[src/rtl/kb_pkg.sv]
// kb_pkg: shared types and constants for the PS/2 keyboard event port.
package kb_pkg;

    typedef struct packed {
        logic       brk;
        logic       ext;
        logic [7:0] code;
    } kb_event_t;

    localparam logic [1:0] REG_STATUS = 2'd0;
    localparam logic [1:0] REG_DATA   = 2'd1;
    localparam logic [1:0] REG_CTRL   = 2'd2;

    localparam logic [7:0] KB_EXT   = 8'hE0;
    localparam logic [7:0] KB_BREAK = 8'hF0;

    typedef enum logic [1:0] {IDLE, GOT_E0, GOT_F0, GOT_E0F0} kb_state_t;

endpackage

[src/rtl/kb_event_fifo.sv]
// kb_event_fifo: synchronous key-event FIFO with flush; push while full succeeds only alongside a pop.
module kb_event_fifo
    import kb_pkg::*;
#(
    parameter int DEPTH = 8,
    parameter int CNT_W = $clog2(DEPTH) + 1
) (
    input  logic             clk,
    input  logic             reset,
    input  logic             i_push,
    input  logic             i_pop,
    input  logic             i_flush,
    input  kb_event_t        i_data,
    output kb_event_t        o_data,
    output logic             o_full,
    output logic             o_empty,
    output logic [CNT_W-1:0] o_count
);

    localparam int AW = $clog2(DEPTH);

    kb_event_t        r_mem [DEPTH];
    logic [AW-1:0]    r_wptr, r_rptr;
    logic [CNT_W-1:0] r_count;
    logic             w_do_push, w_do_pop;

    assign o_full    = r_count == CNT_W'(DEPTH);
    assign o_empty   = r_count == '0;
    assign o_count   = r_count;
    assign o_data    = r_mem[r_rptr];
    assign w_do_pop  = i_pop & ~o_empty & ~i_flush;
    assign w_do_push = i_push & (~o_full | w_do_pop) & ~i_flush;

    always_ff @(posedge clk or negedge reset) begin
        if (!reset) begin
            r_wptr  <= '0;
            r_rptr  <= '0;
            r_count <= '0;
        end else if (i_flush) begin
            r_wptr  <= '0;
            r_rptr  <= '0;
            r_count <= '0;
        end else begin
            if (w_do_push) r_wptr <= r_wptr + 1'b1;
            if (w_do_pop)  r_rptr <= r_rptr + 1'b1;
            if (w_do_push && !w_do_pop)      r_count <= r_count + 1'b1;
            else if (w_do_pop && !w_do_push) r_count <= r_count - 1'b1;
        end
    end

    always_ff @(posedge clk) begin
        if (w_do_push) r_mem[r_wptr] <= i_data;
    end

endmodule

[src/rtl/kb_event_port.sv]
// kb_event_port: PS/2 scancode decoder and memory-mapped event FIFO.
// Define KB_BREAK_FILTER_EN to discard break events instead of queueing them.
module kb_event_port
    import kb_pkg::*;
#(
    parameter int DEPTH = 8,
    parameter int CNT_W = $clog2(DEPTH) + 1
) (
    input  logic        clk,
    input  logic        reset,
    input  logic [7:0]  kb_code,
    input  logic        kb_flag,
    input  logic        sel,
    input  logic [1:0]  addr,
    input  logic        we,
    input  logic        re,
    input  logic [31:0] wdata,
    output logic [31:0] rdata,
    output logic        irq,
    output logic        overflow
);

    logic [2:0]       r_sync;
    kb_state_t        r_state, w_state_nxt;
    logic             r_irq, r_overflow;
    logic             w_rise, w_brk_st, w_ext_st, w_emit, w_push_req, w_push;
    logic             w_pop, w_flush, w_ovf_clr, w_ovf_set, w_do_push, w_irq_nxt;
    logic             w_ctrl_wr, w_full, w_empty, w_unused;
    logic [CNT_W-1:0] w_count;
    kb_event_t        w_event, w_head;

    always_ff @(posedge clk or negedge reset) begin
        if (!reset) begin
            r_sync     <= '0;
            r_state    <= IDLE;
            r_irq      <= 1'b0;
            r_overflow <= 1'b0;
        end else begin
            r_sync     <= {r_sync[1:0], kb_flag};
            r_state    <= w_state_nxt;
            r_irq      <= w_irq_nxt;
            r_overflow <= w_ovf_set | (r_overflow & ~w_ovf_clr);
        end
    end

    assign w_rise   = r_sync[1] & ~r_sync[2];
    assign w_brk_st = (r_state == GOT_F0) || (r_state == GOT_E0F0);
    assign w_ext_st = (r_state == GOT_E0) || (r_state == GOT_E0F0);

    // A second prefix of either kind merges into GOT_E0F0 once the other is already held.
    always_comb begin
        w_event     = '{brk: w_brk_st, ext: w_ext_st, code: kb_code};
        w_emit      = w_rise && kb_code != KB_EXT && kb_code != KB_BREAK;
        w_state_nxt = !w_rise               ? r_state :
                      kb_code == KB_EXT     ? (w_brk_st ? GOT_E0F0 : GOT_E0) :
                      kb_code == KB_BREAK   ? (w_ext_st ? GOT_E0F0 : GOT_F0) :
                                              IDLE;
    end

`ifdef KB_BREAK_FILTER_EN
    assign w_push_req = w_emit & ~w_event.brk;
`else
    assign w_push_req = w_emit;
`endif

    assign w_ctrl_wr = sel & we & (addr == REG_CTRL);
    assign w_flush   = w_ctrl_wr & wdata[1];
    assign w_ovf_clr = w_ctrl_wr & wdata[0];
    assign w_unused  = ^wdata[31:2];
    assign w_pop     = sel & re & (addr == REG_DATA) & ~w_empty & ~w_flush;
    assign w_push    = w_push_req & ~w_flush;
    assign w_do_push = w_push & (~w_full | w_pop);
    assign w_ovf_set = w_push & w_full & ~w_pop;
    assign w_irq_nxt = w_flush ? 1'b0 :
                       w_do_push ? 1'b1 :
                       (w_pop && w_count == CNT_W'(1)) ? 1'b0 : ~w_empty;

    kb_event_fifo #(.DEPTH(DEPTH), .CNT_W(CNT_W)) u_fifo (
        .clk     (clk),
        .reset   (reset),
        .i_push  (w_push),
        .i_pop   (w_pop),
        .i_flush (w_flush),
        .i_data  (w_event),
        .o_data  (w_head),
        .o_full  (w_full),
        .o_empty (w_empty),
        .o_count (w_count)
    );

    always_comb begin
        rdata = !sel ? 32'h0 :
                addr == REG_STATUS ? {16'h0, 8'(w_count), 5'h0, r_overflow, w_full, ~w_empty} :
                (addr == REG_DATA && !w_empty) ? {1'b1, 21'h0, w_head} :
                32'h0;
    end

    assign irq      = r_irq;
    assign overflow = r_overflow;

endmodule

[config.mk]
export PLATFORM = sky130hd
export DESIGN_NAME = kb_event_port
export DESIGN_NICKNAME = d
export VERILOG_FILES = /design/src/rtl/kb_pkg.sv /design/src/rtl/kb_event_fifo.sv /design/src/rtl/kb_event_port.sv
export SDC_FILE = /design/constraint.sdc
export NUM_CORES = 1
export LEC_CHECK = 0
export ABC_CLOCK_PERIOD_IN_PS = 3450
export BUFFER_PORTS_ARGS = -buffer_cell sky130_fd_sc_hd__buf_2
export CORE_MARGIN = 4
export CORE_UTILIZATION = 45
export DETAILED_ROUTE_END_ITERATION = 7
export GPL_TIMING_DRIVEN = 0
export PLACE_DENSITY = 0.74
export SLEW_MARGIN = 25
export SYNTH_ARGS = -nofsm -noshare
export SYNTH_HDL_FRONTEND = slang
export SYNTH_HIERARCHICAL = 1
export SYNTH_SLANG_ARGS = --single-unit
[constraint.sdc]
create_clock -name clk -period 3.45 [get_ports clk]
set_input_delay 0.69 -clock clk [delete_from_list [all_inputs] [get_ports clk]]
set_output_delay 0.69 -clock clk [all_outputs]
set_load 0.1 [all_outputs]
# Yosys cells after proc, flatten, opt, wreduce, memory -nomap -nowiden
# Memories as Yosys holds them, arrays and structs flattened.
# Index checks and enable logic that the tools add are counted.
dict set report totals {
  mem_bits_rw 80
  out_inout_bits 34
  input_bits 48
  n_memories 1
  regBits 17
}
dict set report op_classes {
  n_bitwise 27
  muxes 19
  reduce_logical 16
  add_sub_neg 4
  n_eq_ne 11
}
# memory words width read_ports rd_clocked_by_memory_dff write_ports line
set memory_table {}
lappend memory_table {u_fifo.r_mem 8 10 1 0 1 kb_event_fifo.sv:22} ;# kb_event_t r_mem [DEPTH];
# operator count
set op_table {}
lappend op_table {{two-way mux 32 bit} 3}
lappend op_table {{bitwise AND 1 bit} 18}
lappend op_table {{equality test 8 bit, second input constant} 2}
lappend op_table {{!= test 8 bit, second input constant} 2}
lappend op_table {{two-way mux 3 bit} 4}
lappend op_table {{two-way mux 4 bit} 3}
lappend op_table {{adder 3 x 1 -> 3 bit, second input constant} 2}
lappend op_table {{equality test 2 bit, second input constant} 3}
lappend op_table {{logical AND 1 bit} 6}
lappend op_table {{two-way mux 1 bit} 6}
lappend op_table {{two-way mux 2 bit} 3}
lappend op_table {{NOT 1 bit} 6}
lappend op_table {{adder 4 x 1 -> 4 bit, second input constant} 1}
lappend op_table {{equality test 2 x 1 -> 1 bit, second input constant} 2}
lappend op_table {{equality test 4 x 1 -> 1 bit, second input constant} 1}
lappend op_table {{equality test 4 bit, second input constant} 1}
lappend op_table {{zero test 4 bit} 1}
lappend op_table {{nonzero test 2 bit} 2}
lappend op_table {{subtractor 4 x 1 -> 4 bit, second input constant} 1}
lappend op_table {{zero test 1 bit} 3}
lappend op_table {{bitwise OR 1 bit} 3}
lappend op_table {{nonzero test 3 bit} 1}
lappend op_table {{zero test 2 bit} 1}
lappend op_table {{logical OR 1 bit} 2}

# Depth between registers and ports, before layout
# Gate-level depths: netlist (run 1).
dict set report logic_depth {
  word_depth 15
  depth_mapped 14
}

# By module
# The synthesis (run 1) kept the hierarchy.
# mod seq_area_each_um2 instances area_per_inst_um2 cells_per_inst
set modules_own_cells {}
lappend modules_own_cells {kb_event_fifo 2652.5 1 3661.0 190}
lappend modules_own_cells {kb_event_port 175.2 1 621.8 75}

# Worst setup path before layout (run 1)
# OpenSTA, ideal clock, no wires.
dict set report synth_path {
  kind {register -> output}
  startpoint {register u_fifo.r_rptr[0]}
  endpoint {output rdata[0]}
  slack_ns -0.394
  stages_incl_launch_ff 6
  required_ns 2.760
  n_path_buf 1
  t_arrival_ns 3.154
  path_cell_list {dfrtp_1 buf_2 mux4_2 mux2_2 nor2b_1 nor3_1}
}
# element line
set synth_rtl {}
lappend synth_rtl {{start, declared} kb_event_fifo.sv:23} ;# logic [AW-1:0] r_wptr, r_rptr;
lappend synth_rtl {{start signal, assigned} kb_event_fifo.sv:45} ;# if (w_do_pop) r_rptr <= r_rptr + 1'b1;
lappend synth_rtl {{end, declared} kb_event_port.sv:18} ;# output logic [31:0] rdata,

==> summary.md, run 1 <==
| Metric | Value |
|---|---|
| Status | completed |
| Final ANT Viol Nets | 0 |
| Final min period | 3.27 ns |
| DRT iter0 DRCs | 183 |
| Post-Synthesis Cell Area | 4280 sq um |
| Layout area overhead | 16.2% |
| Worst EP arrival | 2.58 ns |
| Largest cells by area after synthesis | edfxtp_1 56%, mux4_2 11%, dfrtp_1 9.9% |
| Pin count of the biggest net entering global routing | 20 |
| Slew @ Worst Pin | roughly 1.1 ns |
| Yosys cell types | 42 |
| Pins Over Slew Limit | 0 |
| DP HPWL | about 5400 microns |
| RSZ-0062 raised after global routing | no |
| Max_cap viols | 0 |
| Layout cells sized above 1 | between 30 and 40% |
| CP endpoint kind | output port |
| Final net count | between 300 and 400 |
| Gr usage total | about 15% |
| Crit Path Class | register to output port |
| CTS tree | done |
| Share of the synthesized area in the top cell type | a little under three fifths |
| Final hold violations | 0 |
| Placer Congestion | 0.775 |
| WHS | between 0.2 and 0.25 ns |
| CTS max path bufs | 2 |
| Post-synthesis cell count | 265 |
| Seq cells post-synth | 97 |
| Vias | between 2k and 2.5k |
| CTS clock-pin slew for the worst setup and hold paths | 0.10 ns |
| I/O Buffers | 32 |
| Initial Util | 46.4% |
| # DRC | 0 |
| Number of placed I/O pins | between 80 and 90 |
| CTS root buffer | clkbuf_8 |
| Diodes inserted | 0 |
| Die span in y | 106 microns |
| Vias in the first global route | roughly 2.4k |
| Max frequency | 306 MHz |
| YS warnings | 6 |
| Leakage | 1.86 nW |
| Register area share after synthesis | between 60% and 70% |
| Slew Limit Headroom | between 20 and 30% |
| Final design utilization | 53.8% |
| Worst setup SP type | register |
| Area leader, netlist | edfxtp_1 |
| Fin crit share | a little over nine tenths |
| # setup viols final | 0 |
| Antenna violations before repair | 0 |
| Post-CTS Hold Buffers | 0 |
| Worst-skew pair later-pin latency | roughly 0.36 ns |
| Most common cell after layout, fill and taps aside | edfxtp_1 |
| Die X | 106 microns |
| Pre-antenna DRT Iters | 4 |
| Routed wire length | between 8000 and 9000 microns |
| Crit path required time | 2.76 ns |
| Overflow after GRT | 0 |
| CTS H-tree lvls | 3 |
| Power per cell area | 722 nW/um^2 |
| Min-Delay Path Class | input port to async pin |
| TritonCTS Buffers | 9 |
| Crit-path max FO | 10 |
| Die area | approximately 11000 sq um |
| Clock Skews | around 0.011 ns |
| Worst VDD drop | 0.000406 V |
| CORE AREA | 9240 sq um |
| FP Rows | 35 |
| Avg Cell Area, Syn | around 16 sq um |
| CTS sink cnt | 97 |
| Routed len/inst | approximately 17 microns |
| Most frequent cells in the layout | 80 x edfxtp_1, 35 x buf_2, 22 x nor2_1, 22 x buf_4, 20 x mux4_2 |
| Vias per cell | just over 5 |
| First-pass GRT wire length | approximately 13000 microns |
==> routing by layer <==
metal	global-route usage, %	share of wire [%]	vias to the layer above
li1	-	-	1097
met2	25.2	51	58
met3	2.33	4.1	14
met5	0	0	-
met1	19.4	42	1170
met4	7.49	2.3	0
==> final timing paths <==
path	from	to	slack, ns	cells past startpoint
setup / recovery	u_fifo/r_rptr[1]	rdata[1]	0.18	6
hold / removal	reset	irq	0.23	1
setup reg to reg	u_fifo/o_count[3]	u_fifo/o_count[3]	0.24	14
hold reg to reg	r_sync[0]	r_sync[1]	0.36	0
max in group asynchronous	reset	u_fifo/o_count[2]	2.92	1
min in group clk	r_sync[0]	r_sync[1]	0.36	0
==> registers in the layout, summed over array words and instances (netlist names) <==
| register | count |
|---|---|
| u_fifo/o_count | 4 |
| u_fifo/r_mem | 80 |
| overflow | 1 |
| r_sync | 3 |
| r_state | 2 |
| irq | 1 |
| u_fifo/r_wptr | 3 |
| u_fifo/r_rptr | 3 |
==> layout make-up <==
type / count / area (sq um)
plain buffers: 29 / 184
clock buffers: 9 / 124
clock inverters: 7 / 92.6
fillers: 716 / 4270
inverters: 9 / 33.8
multi-input cells: 148 / 1340
flip-flops and latches: 97 / 2830
well taps: 129 / 161
repair buffers: 37 / 205
==> worst max-delay path: stages, from the launching register on <==
cell and delay [ns]:
dfrtp_1 0.42, clkbuf_1 0.60, mux4_2 0.41, mux2_2 0.30, a21oi_1 0.15, nor2_1 0.05, buf_2 0.29
==> cells in the mapped netlist, drive strengths merged <==
master	count
a211oi	2
a21oi	8
a31oi	2
a32o	1
a41oi	1
and2	6
and2b	3
and4b	1
buf	22
clkbuf	7
conb	1
dfrtp	17
edfxtp	80
fa	1
ha	5
inv	9
mux2	11
mux2i	2
mux4	20
nand2	5
nand2b	6
nand3	3
nor2	27
nor2b	6
nor3	3
nor3b	2
nor4	2
nor4b	1
nor4bb	1
o211a	1
o211ai	1
o21ai	1
o41ai	1
or4b	1
xnor2	1
xor2	4
==> power breakdown <==
| group | internal (mW) | total (mW) | switching [mW] |
|---|---|---|---|
| logic | 0.505 | 1.28 | 0.772 |
| clock network | 0.355 | 0.778 | 0.422 |
| registers | 1.41 | 1.54 | 0.128 |
==> kinds of logic after synthesis <==
logic type               synth area share [%]
adder cells (fa/ha/maj)                  1.93
AO/OA/AOI/OAI                            3.18
buffers and inverters                    5.08
other                                  0.0876
flip-flops                               66.0
XOR/XNOR                                 1.02
multiplexers                             13.9
AND/OR/NAND/NOR                          8.79
==> metrics by stage <==
stage	power (mW)	worst slack, ns	std cells	setup TNS (ns)	area [sq um]
global placement	2.76	-0.206	444	-4.01	4670
detailed placement	2.81	-0.103	446	-0.103	4710
finish	3.59	0.184	465	0	4970
floorplan	2.53	-0.394	283	-1.18	4350
CTS	3.59	0.0750	462	0	4940
global route	3.78	0.0305	465	0	4970
==> repair_timing <==
item / in CTS / in global routing
pin swaps: 0 / 1
setup endpoints to repair: 1 / 1
setup buffers: 0 / 3
gates resized for setup: 1 / 4
Note: power is estimated with default switching activity, not from simulation.
==> run 2: changes to the inputs <==
- PLACE_DENSITY: 0.74 -> 0.67
==> run 2 against run 1 <==
  * Sequential power is essentially flat
  * Critical path depth did not move
  * Register-to-register slack got worse by 0.03 ns
  * Critical endpoint is now rdata[2]
  * Sequential share of layout area is 0.59 points higher
  * Global-route usage up 0.42 points
  * Die area did not move
  * Wire length grew 1.9%
  * Non-clock buffer count decreased by 3
  * Cell count fell by 0.65%
  * Via count decreased by 0.60%
  * Critical path type unchanged
==> summary.md, run 2 (synthesized netlist as in run 1, its figures left out) <==
| Metric | Value |
|---|---|
| Multi-input gate area | 1340 sq um |
| Min-Delay Path Class | input port to async pin |
| Gr usage total | 15.6% |
| Routed len/inst | between 15 and 20 microns |
| Die area | between 10000 and 15000 sq um |
| WHS | around 0.27 ns |
| Layout area overhead | 15.0% |
| Vias | 2325 |
| Initial Util | approximately 46% |
| Diodes inserted | 0 |
| Max_cap viols | 0 |
| FP Rows | 35 |
| DP HPWL | 5540 microns |
| Worst EP arrival | approximately 2.6 ns |
| Leakage | 1.82 nW |
| Pin count of the biggest net entering global routing | 18 |
| Final min period | about 3.3 ns |
| CORE AREA | roughly 9200 sq um |
| # DRC | 0 |
| Reg-to-reg slack, setup | approximately 0.21 ns |
| Final ANT Viol Nets | 0 |
| Clock Skews | a little over 0.01 ns |
| Max frequency | between 300 and 400 MHz |
| Routed wire length | 8170 microns |
| Placer Congestion | about 0.75 |
| Final net count | between 300 and 400 |
| Die span in y | 106 microns |
| Fin Setup TNS | 0 ns |
| Crit path from | u_fifo/r_rptr[1] |
| # setup viols final | 0 |
| Cell count of the worst reg-to-reg path | 14 |
| Overflow after GRT | 0 |
| CTS root buffer | clkbuf_8 |
| Final hold violations | 0 |
| Most frequent cells in the layout | 80 x edfxtp_1, 35 x buf_2, 22 x nor2_1 |
| CTS H-tree lvls | 3 |
| Layout cells sized above 1 | between 30 and 40% |
| FILL cells | around 770 |
| Worst setup SP type | register |
| CP endpoint kind | output port |
| Post-DP Area | around 4700 sq um |
| DRT iter0 DRCs | 130 |
| Power per cell area | between 700 and 800 nW/um^2 |
| Number of placed I/O pins | 82 |
| Max reg flops | 80 |
| Worst reg2reg path startpoint | u_fifo/o_count[3] |
| Vias in the first global route | roughly 2.4k |
| Pre-antenna DRT Iters | 4 |
| Design area | between 4000 and 5000 sq um |
| R2R Path End | u_fifo/o_count[3] |
| Fin crit share | a little over nine tenths |
| FF+latch area | ~2800 sq um |
| Pins Over Slew Limit | 0 |
| Worst VDD drop | 0.000261 V |
| Vias per cell | around 5.0 |
| Slew @ Worst Pin | around 1.0 ns |
| CTS clock-pin slew for the worst setup and hold paths | 0.09 ns |
| TritonCTS Buffers | 9 |
| CTS max path bufs | 2 |
| Slew Limit Headroom | 29.8% |
| Most common cell after layout, fill and taps aside | edfxtp_1 |
| Antenna violations before repair | 0 |
| First-pass GRT wire length | 13000 microns |
| CTS sink cnt | 97 |
| Worst-skew pair later-pin latency | ~0.35 ns |
| Biggest register | u_fifo/r_mem |
| Status | completed |
| Crit path required time | approximately 2.8 ns |
| Die X | between 100 and 150 microns |
| I/O Buffers | 32 |
| CTS tree | done |
| Crit Path Class | register to output port |
| RSZ-0062 raised after global routing | no |
| Crit-path max FO | 10 |
| Critical Path End | rdata[2] |
[run 2: changes by cell type in the layout (fill, tap and decap cells not counted)]
| cell | change |
|---|---|
| buf_4 | -3 |
| clkbuf_1 | +3 |
| inv_6 | -3 |
| clkinvlp_4 | +2 |
| clkinv_8 | -1 |
| dfrtp_1 | -1 |
| dfrtp_2 | +1 |
| inv_8 | -1 |
[run 2: report_power, final]
part           switching, mW  leakage [nW]  internal [mW]
Clock                  0.369        0.0868          0.338
Combinational          0.782         0.804          0.487
Sequential             0.129         0.927           1.41
Total                   1.28          1.82           2.24
[run 2: worst min-delay path by stage]
| stage | to | from |
|---|---|---|
| finish | r_state[1] | reset |
| global route | r_state[1] | reset |
| CTS | overflow | reset |
| detailed placement | r_sync[1] | r_sync[0] |
| global placement | r_sync[1] | r_sync[0] |
| floorplan | r_sync[1] | r_sync[0] |
[run 2: area by class of cell]
| class | count | area share, % |
|---|---|---|
| Tap cell | 129 | 3.28 |
| Sequential cell | 97 | 57.5 |
| Multi-Input combinational cell | 148 | 27.3 |
| Buffer | 29 | 3.73 |
| Clock buffer | 12 | 2.74 |
| Inverter | 9 | 0.686 |
| Clock inverter | 4 | 1.09 |
| Timing Repair Buffer | 34 | 3.71 |
[run 2: metrics by stage]
step | power [mW] | std cells | setup slack, ns | utilization [%]
floorplan | 2.53 | 283 | -0.394 | -
global placement | 2.78 | 444 | -0.276 | 50.6
detailed placement | 2.82 | 446 | -0.0675 | 51.0
CTS | 3.53 | 462 | 0.0965 | 53.1
global route | 3.71 | 462 | 0.0220 | 53.3
finish | 3.52 | 462 | 0.165 | 53.3
[run 2: per-layer routing]
layer | vias up | wire length [microns] | global-route usage, % | part of all wire [%]
met1 | 1164 | 3630 | 22.0 | 44
li1 | 1084 | - | - | -
met3 | 10 | 461 | 2.82 | 5.6
met4 | 0 | 104 | 5.55 | 1.3
met5 | - | 0 | 0 | 0
met2 | 67 | 3980 | 24.4 | 49
[run 2: critical path, cell delays in order (launching register included)]
cell	delay, ns
dfrtp_1	0.41
clkbuf_1	0.62
mux4_2	0.42
mux2_2	0.29
a21oi_1	0.15
nor2_1	0.05
buf_2	0.29
[run 2: what timing repair did]
action                                  4_1_cts  5_1_grt
endpoints found under the hold margin         0        0
hold buffers                                  0        0
buffers inserted                              0        0
gates resized for setup                       1        5
endpoints found under the setup margin        1        1
